File: src/rtl/cordic_sched_pkg.sv
// Shared types and angle constants for the CORDIC request scheduler.
// Angles are degrees in Q16.16.
package cordic_sched_pkg;

  localparam int N_REQ  = 4;
  localparam int DATA_W = 32;

  localparam logic [DATA_W-1:0] DEG90  = 32'd5898240;
  localparam logic [DATA_W-1:0] DEG180 = 32'd11796480;
  localparam logic [DATA_W-1:0] DEG270 = 32'd17694720;
  localparam logic [DATA_W-1:0] DEG360 = 32'd23592960;

  typedef enum logic [1:0] {
    ST_IDLE = 2'd0,
    ST_RUN  = 2'd1,
    ST_RESP = 2'd2
  } state_t;

  function automatic logic [1:0] onehot_to_idx(input logic [3:0] oh);
    logic [1:0] idx;
    idx = 2'd0;
    if (oh[1]) idx = 2'd1;
    if (oh[2]) idx = 2'd2;
    if (oh[3]) idx = 2'd3;
    return idx;
  endfunction

endpackage

File: src/rtl/cordic_scheduler_rr_arbiter4.sv
// Four-way combinational round-robin arbiter; the requester after `last`
// has highest priority and `last` itself has the lowest.
module rr_arbiter4
  import cordic_sched_pkg::*;
(
  input  logic [3:0] req,
  input  logic [1:0] last,
  output logic [3:0] gnt
);

  logic [1:0] idx;
  logic       found;

  always_comb begin
    gnt   = '0;
    found = 1'b0;
    idx   = '0;
    for (int k = 1; k <= 4; k++) begin
      idx = last + 2'(k);
      if (!found && req[idx]) begin
        gnt[idx] = 1'b1;
        found    = 1'b1;
      end
    end
  end

endmodule

File: src/rtl/cordic_scheduler.sv
// Time-shares one external CORDIC core among four requesters: arbitrates,
// folds the angle into [-90, 90] degrees, waits out the core latency, returns results.
module cordic_scheduler
  import cordic_sched_pkg::*;
#(
  parameter int CORE_LAT = 16,
  parameter int N_REQ    = 4
) (
  input  logic                    clk,
  input  logic                    rst,
  input  logic [N_REQ-1:0]        req,
  input  logic [32*N_REQ-1:0]     req_angle,
  output logic [N_REQ-1:0]        gnt,
  output logic                    resp_valid,
  input  logic                    resp_ready,
  output logic [1:0]              resp_id,
  output logic signed [31:0]      resp_cos,
  output logic signed [31:0]      resp_sin,
  output logic                    resp_err,
  output logic signed [31:0]      core_angle,
  input  logic signed [31:0]      core_cos,
  input  logic signed [31:0]      core_sin
);

  localparam logic [7:0] CNT_LOAD = 8'(CORE_LAT - 1);

  function automatic logic signed [31:0] sat_neg(input logic signed [31:0] x);
    if (x == 32'sh8000_0000) return 32'sh7FFF_FFFF;
    return -x;
  endfunction

  function automatic logic signed [31:0] apply_neg(input logic signed [31:0] x,
                                                   input logic neg);
    return neg ? sat_neg(x) : x;
  endfunction

  state_t state, state_nxt;

  logic [1:0]         last_ptr;
  logic [3:0]         win;
  logic [1:0]         win_idx;
  logic [31:0]        win_angle;
  logic               angle_bad;
  logic signed [31:0] fold_angle;
  logic               fold_neg;
  logic               grant_fire;
  logic [7:0]         cnt_p0;
  logic               neg_p0;

  rr_arbiter4 u_arb (
    .req  (req),
    .last (last_ptr),
    .gnt  (win)
  );

  // Grant decode and quadrant fold of the winning angle
  always_comb begin
    win_idx   = onehot_to_idx(win);
    win_angle = '0;
    for (int i = 0; i < N_REQ; i++) begin
      if (win[i]) win_angle = req_angle[32*i +: 32];
    end
    angle_bad = (win_angle >= DEG360);
    if (win_angle <= DEG90) begin
      fold_angle = signed'(win_angle);
      fold_neg   = 1'b0;
    end else if (win_angle <= DEG270) begin
      fold_angle = signed'(win_angle - DEG180);
      fold_neg   = 1'b1;
    end else begin
      fold_angle = signed'(win_angle - DEG360);
      fold_neg   = 1'b0;
    end
    grant_fire = (state == ST_IDLE) && (|win) && !rst;
  end

  always_comb begin
    state_nxt  = state;
    gnt        = '0;
    resp_valid = (state == ST_RESP);
    case (state)
      ST_IDLE: begin
        if (grant_fire) begin
          gnt       = win;
          state_nxt = angle_bad ? ST_RESP : ST_RUN;
        end
      end
      ST_RUN: begin
        if (cnt_p0 == 8'd0) state_nxt = ST_RESP;
      end
      ST_RESP: begin
        if (resp_ready) state_nxt = ST_IDLE;
      end
      default: state_nxt = ST_IDLE;
    endcase
  end

  // p0: grant latches angle/id; core result captured when the counter expires
  always_ff @(posedge clk) begin
    if (rst) begin
      state      <= ST_IDLE;
      last_ptr   <= 2'd3;
      cnt_p0     <= '0;
      neg_p0     <= 1'b0;
      core_angle <= '0;
      resp_id    <= '0;
      resp_err   <= 1'b0;
      resp_cos   <= '0;
      resp_sin   <= '0;
    end else begin
      state <= state_nxt;
      if (grant_fire) begin
        last_ptr <= win_idx;
        resp_id  <= win_idx;
        if (angle_bad) begin
          resp_err <= 1'b1;
          resp_cos <= '0;
          resp_sin <= '0;
        end else begin
          resp_err   <= 1'b0;
          core_angle <= fold_angle;
          neg_p0     <= fold_neg;
          cnt_p0     <= CNT_LOAD;
        end
      end else if (state == ST_RUN) begin
        if (cnt_p0 == 8'd0) begin
          resp_cos <= apply_neg(core_cos, neg_p0);
          resp_sin <= apply_neg(core_sin, neg_p0);
        end else begin
          cnt_p0 <= cnt_p0 - 8'd1;
        end
      end
    end
  end

endmodule

File: config.mk
export PLATFORM = sky130hd
export DESIGN_NAME = cordic_scheduler
export DESIGN_NICKNAME = d
export VERILOG_FILES = /design/src/rtl/cordic_sched_pkg.sv /design/src/rtl/cordic_scheduler_rr_arbiter4.sv /design/src/rtl/cordic_scheduler.sv
export SDC_FILE = /design/constraint.sdc
export NUM_CORES = 1
export LEC_CHECK = 0
export ABC_AREA = 1
export CORE_MARGIN = 5
export CORE_UTILIZATION = 42
export DETAILED_ROUTE_END_ITERATION = 8
export PLACE_DENSITY = 0.75
export SETUP_SLACK_MARGIN = 0.3
export SYNTH_ARGS = -nofsm -noshare
export SYNTH_HDL_FRONTEND = slang
export SYNTH_SLANG_ARGS = --single-unit
File: constraint.sdc
create_clock -name clk -period 3.4 [get_ports clk]
set_clock_uncertainty 0.05 [all_clocks]
set_input_delay 0.51 -clock clk [delete_from_list [all_inputs] [get_ports clk]]
set_output_delay 0.51 -clock clk [all_outputs]
set_load 0.05 [all_outputs]
After elaboration in Yosys (flattened, before gate mapping)
Cells that the tools add are included.
{"block": "totals", "out_inout_bits": 104, "memories": 0, "ram_bits": 0, "mem_bits_ro": 0, "word_cells": 133, "reg_bits": 112, "latchBits": 0}
{"block": "op_classes", "n_div": 0, "n_mul": 0, "n_addsub": 8, "n_reduce_logical": 22, "shifts": 0, "muxes": 69, "n_eq_ne": 10, "n_bitwise": 4, "n_lt_le_gt_ge": 11}
{"operator": "$mux 32", "count": 19}
{"operator": "$eq 32x32->1 const B", "count": 2}
{"operator": "$neg 32->32", "count": 2}
{"operator": "$ge 32x25->1 const B", "count": 1}
{"operator": "$le 32x23->1 const B", "count": 1}
{"operator": "$le 32x25->1 const B", "count": 1}
{"operator": "$mux 8", "count": 4}
{"operator": "$sub 32x24->32 const B", "count": 1}
{"operator": "$sub 32x25->32 const B", "count": 1}
{"operator": "$mux 1", "count": 25}
{"operator": "$mux 4", "count": 6}
{"operator": "$lt 2x3->1 const B", "count": 4}
{"operator": "$mux 2", "count": 6}
{"operator": "$or 4x4->4", "count": 3}
{"operator": "$ne 2x2->1 const B", "count": 5}
{"operator": "$logic_and 1x1->1", "count": 9}
{"operator": "$reduce_and 3->1", "count": 3}
{"operator": "$bmux 1 s2", "count": 4}
{"operator": "$demux 1 s2", "count": 4}
{"operator": "$ge 2x1->1 const B", "count": 4}
{"operator": "$logic_not 8->1", "count": 1}
{"operator": "$sub 8x1->8 const B", "count": 1}
{"operator": "$pmux 2 s3", "count": 1}
{"operator": "$add 2x2->2 const B", "count": 2}
{"operator": "10 further kinds", "count": 14}

Longest topological paths before layout
{"block": "logic_depth", "depth_word": 23, "mapped_depth": 28, "depth_no_buf": 27}

Cells and area by module
A second synthesis with hierarchy kept.
{"block": "hier_totals", "hier_cells": 1514, "hier_area_um2": 8908.5}
{"mod": "cordic_scheduler", "n_inst": 1, "area_per_inst_um2": 8486.9, "cells_per_inst": 1439}
{"mod": "rr_arbiter4", "n_inst": 1, "area_per_inst_um2": 421.7, "cells_per_inst": 75}

Worst setup path after synthesis
Ideal clock, no wire load.
{"block": "synth_path", "path_kind": "register -> output", "start": "register last_ptr[0]", "end": "output port gnt[0]", "t_arrival_ns": 3.445, "path_stages_with_launch": 17, "path_slack_ns": -0.605, "cell_sequence": "dfxtp_1 inv_2 ha_1 inv_1 nand3_2 nand2_4 nand2_4 nor2_2 nand2_1 nand4_2 buf_6 buf_2 nor4_1 nor2_2 nand2_1 clkbuf_1 a31oi_1"}
{"block": "synth_via", "elab_chain_len": 18, "word_cells_on_any_way": 52, "cone_classes": "add/sub (3); order compare (8); mux (25); bitwise (3); reduce/logical (13)"}
{"item": "start: declaration", "line": "cordic_scheduler.sv:39", "source": "logic [1:0] last_ptr;"}
{"item": "start signal: assignment", "line": "cordic_scheduler.sv:113", "source": "last_ptr <= win_idx;"}
{"item": "parallel branches: the longest is 12 deep, another holds $lt 2x3->1"}
{"item": "$mux 4 (*)", "line": "cordic_scheduler_rr_arbiter4.sv:20", "source": "if (!found && req[idx]) begin"}
{"item": "$reduce_or 4->1", "line": "cordic_scheduler.sv:74", "source": "grant_fire = (state == ST_IDLE) && (|win) && !rst;"}
{"item": "$logic_and 1x1->1 (2 in series)", "line": "cordic_scheduler.sv:74"}
{"item": "$mux 4 (*)", "line": "cordic_scheduler.sv:83", "source": "if (grant_fire) begin"}
{"item": "$mux 4 (*)", "line": "cordic_scheduler.sv:81", "source": "case (state)"}
{"item": "end: declaration", "line": "cordic_scheduler.sv:13", "source": "output logic [N_REQ-1:0] gnt,"}
Every way passes the cells marked *. The select of a mux whose other input is x is not followed.

Worst setup path in the final report
{"block": "layout_path", "start": "register last_ptr[0]", "end": "register resp_cos[18]"}
{"block": "layout_via", "elab_chain_len": 20, "word_cells_on_any_way": 60, "cone_classes": "add/sub (3); order compare (9); eq/ne (1); mux (28); bitwise (3); reduce/logical (16)"}
{"item": "parallel branches: the longest is 12 deep, another holds $lt 2x3->1"}
{"item": "$mux 4 (*)", "line": "cordic_scheduler_rr_arbiter4.sv:20"}
{"item": "$mux 32 (4 in series)", "line": "cordic_scheduler.sv:61", "source": "if (win[i]) win_angle = req_angle[32*i +: 32];"}
{"item": "$ge 32x25->1", "line": "cordic_scheduler.sv:63", "source": "angle_bad = (win_angle >= DEG360);"}
{"item": "$ne 2x2->1 (no source line)"}
{"item": "$reduce_and 3->1 (no source line)"}
{"item": "end signal: assignment", "line": "cordic_scheduler.sv:127", "source": "resp_cos <= apply_neg(core_cos, neg_p0);"}
{"item": "end: declaration", "line": "cordic_scheduler.sv:17", "source": "output logic signed [31:0] resp_cos,"}
Marks and branches as above.
A chain may end at the register's enable or synchronous reset.

==> flow_metrics.tcl <==
set metrics [dict create \
    detailed_place_hpwl_mm 26.57 \
    cp_max_fo 8 \
    slowest_delay_ns 0.37 \
    muxShareOfSynthArea_pct 0.3444 \
    fin_crit_sh_pct 105.6 \
    ys_types 42 \
    worst_pin_slew_ns 0.9865 \
    maxCapViolations 0 \
    status "finished, violations left" \
    fp-row-count 52 \
    layout_common_cells "clkdlybuf4s50_1, nor2_1, nand2_1, buf_4, dfxtp_1" \
    fin_crit_ns 3.591 \
    synth-compound-area-share_pct 17.58 \
    hp-class "register to register" \
    grt_antenna_before_repair 1 \
    path_class "register to register" \
    drive_above_1_share_pct 27.84 \
    synthFlopType "dfxtp_1" \
    netlist.area_leader.share_pct 25.71 \
    die_width_um 154.1 \
    viasPerCell 5.465 \
    first_iter_violations 874 \
    core_area_mm2 0.02036 \
    violations "setup timing" \
    yosys_warnings 0 \
    rsz0062_at_grt "true" \
    start_util_pct 42.82 \
    clock-sinks 112 \
    ant_nets 0 \
    synth_nets 1673 \
    max_freq_mhz 278.5 \
    stdcell_area_mm2 0.01550 \
    clock_path_buffers 2 \
    slew_violations 0 \
    nNetsFinal 2141 \
    synth_enable_flop_cells 0 \
    cpLargestDelayFamily "simple AND/OR/NAND/NOR gates" \
    cp_slowest_cell "dfxtp_4" \
    synthSimpleGateAreaFrac_pct 37.84 \
    routed_wl_mm 40.77 \
    grt_use_total_pct 28.14 \
    crit_top_cell "nand2_2" \
    wire_per_inst_um 18.53 \
    grt_pass1_wl_mm 54.86 \
    required_ns 3.64 \
    dieArea_mm2 0.02374 \
    dpl-instance-area_mm2 0.01299 \
    netlist_top_cells_area "dfxtp_1, nor2_1, nand2_1, a21oi_1, nand3_1" \
    cts_buffers 9 \
    cts_tree "built" \
    grt_max_degree 98 \
    vias 12024 \
    setup_slack_ns -0.1906 \
    clock-root-buffer "clkbuf_16" \
    ys_seq_elements 112 \
    hold_violations 0 \
    io_pins 303 \
    insertion_delay_ns 0.37 \
    crit_buf_inv 8 \
    grt_overflow 0 \
    htreeDepth 3 \
    async_reset_ff_share_pct 0 \
    io_buffers 302 \
    grt_pass1_vias 10802 \
    dr.pass1.iters 5 \
    synth_seq_area_share_pct 25.71 \
    synth_xor_area_share_pct 4.821 \
    critPathLaunchType "register" \
    arrival_ns 3.83 \
    crit_path_end_kind "register" \
    synth_cells 1456 \
    die_y_um 154.1 \
    synthAdderAreaFrac_pct 2.583 \
    final_common_cell "clkdlybuf4s50_1" \
    syn_avg_cell_area_um2 5.989 \
    route.detailed.drc 0 \
    gp_congestion 0.9238 \
    syn_area_mm2 0.008720 \
    path_clk_slew_ns 0.08 \
    relSlewSlack_pct 34.23 \
    finalSetupTns_ns -7.153 \
    setup_viol 100 \
    area_delta_synth_final_pct 77.72 \
    utilization_pct 76.09 \
    yosys.area.top_type "dfxtp_1" \
    synth_top_family_by_area "simple AND/OR/NAND/NOR gates" \
]
registers in the layout, indices dropped and copies added (netlist names):
signal,count
last_ptr,2
resp_cos,32
state,2
resp_err,1
neg_p0,1
resp_id,2
core_angle,32
resp_sin,32
cnt_p0,8
cell usage after synthesis (2+ instances only):
library cell and n:
o21ai_1 63, a21oi_1 118, o21ai_0 62, buf_12 5, inv_1 117, a31oi_1 19
ha_1 18, buf_2 14, xnor2_1 16, a21oi_2 7, clkbuf_1 33, buf_4 12
nand2_2 8, nor4_1 4, nand4_1 11, nor3_1 28, nor2_2 7, nor2_1 324
or2_2 12, dfxtp_1 112, mux2i_1 3, o21a_1 7, nand2_1 282, o31ai_1 2
nand3b_1 2, inv_2 10, nand2_4 2, a21boi_1 5, buf_6 8, xor2_1 32
nand3_2 5, o211ai_1 2, nand3_1 97
logic make-up after synthesis:
| group | count (synthesis) |
|---|---|
| AND/OR/NAND/NOR | 787 |
| AO/OA/AOI/OAI | 287 |
| buffers and inverters | 201 |
| flip-flops | 112 |
| XOR/XNOR | 48 |
| adder cells (fa/ha/maj) | 18 |
| multiplexers | 3 |
final timing paths:
check,cells past startpoint,end,from,slack [ns]
hold reg to reg,2,core_angle[20]$_SDFFE_PP0P_,core_angle[20]$_SDFFE_PP0P_,0.42
setup / recovery,28,resp_cos[18]$_SDFFE_PP0P_,last_ptr[0]$_SDFFE_PP1P_,-0.19
hold / removal,2,core_angle[20]$_SDFFE_PP0P_,core_angle[20]$_SDFFE_PP0P_,0.42
setup reg to reg,28,resp_cos[18]$_SDFFE_PP0P_,last_ptr[0]$_SDFFE_PP1P_,-0.19
worst min-delay path, stage by stage, from the launching register on:
cell and delay [ns]:
dfxtp_1 0.32, nand2_1 0.06, nand2_1 0.04
timing repair:
action | 4_1_cts | 5_1_grt
setup buffers | 20 | 27
resized for setup | 40 | 314
pin swaps | 14 | 78
endpoints found under the setup margin | 115 | 115
gates cloned | 3 | 25
hold buffers | 0 | 0
metal layers:
layer	GRT usage (%)	part of all wire, %
met5	0	0
met2	48.90	48
met4	11.65	5.4
met1	34.05	38
met3	5.256	8.7
cell type report:
cell class              instances  area (µm²)
inverters                     128       531.8
well taps                     270       337.8
fillers                      1541        4868
repair inverters                2       25.02
multi-input cells            1144        6626
flip-flops and latches        112        2247
diodes                          1       2.502
clock inverters                 7       70.07
repair buffers                527        5430
clock buffers                   9       225.2
metrics by stage:
stage          hold WS, ns  setup slack (ns)  std cells
2_1_floorplan       0.4270            0.2838       1456
3_3_place_gp        0.4078           -0.4314       2108
3_5_place_dp        0.4039           -0.4770       2108
4_1_cts             0.4242          0.005349       2147
5_1_grt             0.4336           -0.2919       2200
6_report            0.4184           -0.1906       2200
Power is not shown: default switching activity piles up to over one toggle a cycle in this logic, so the estimate is an artifact.
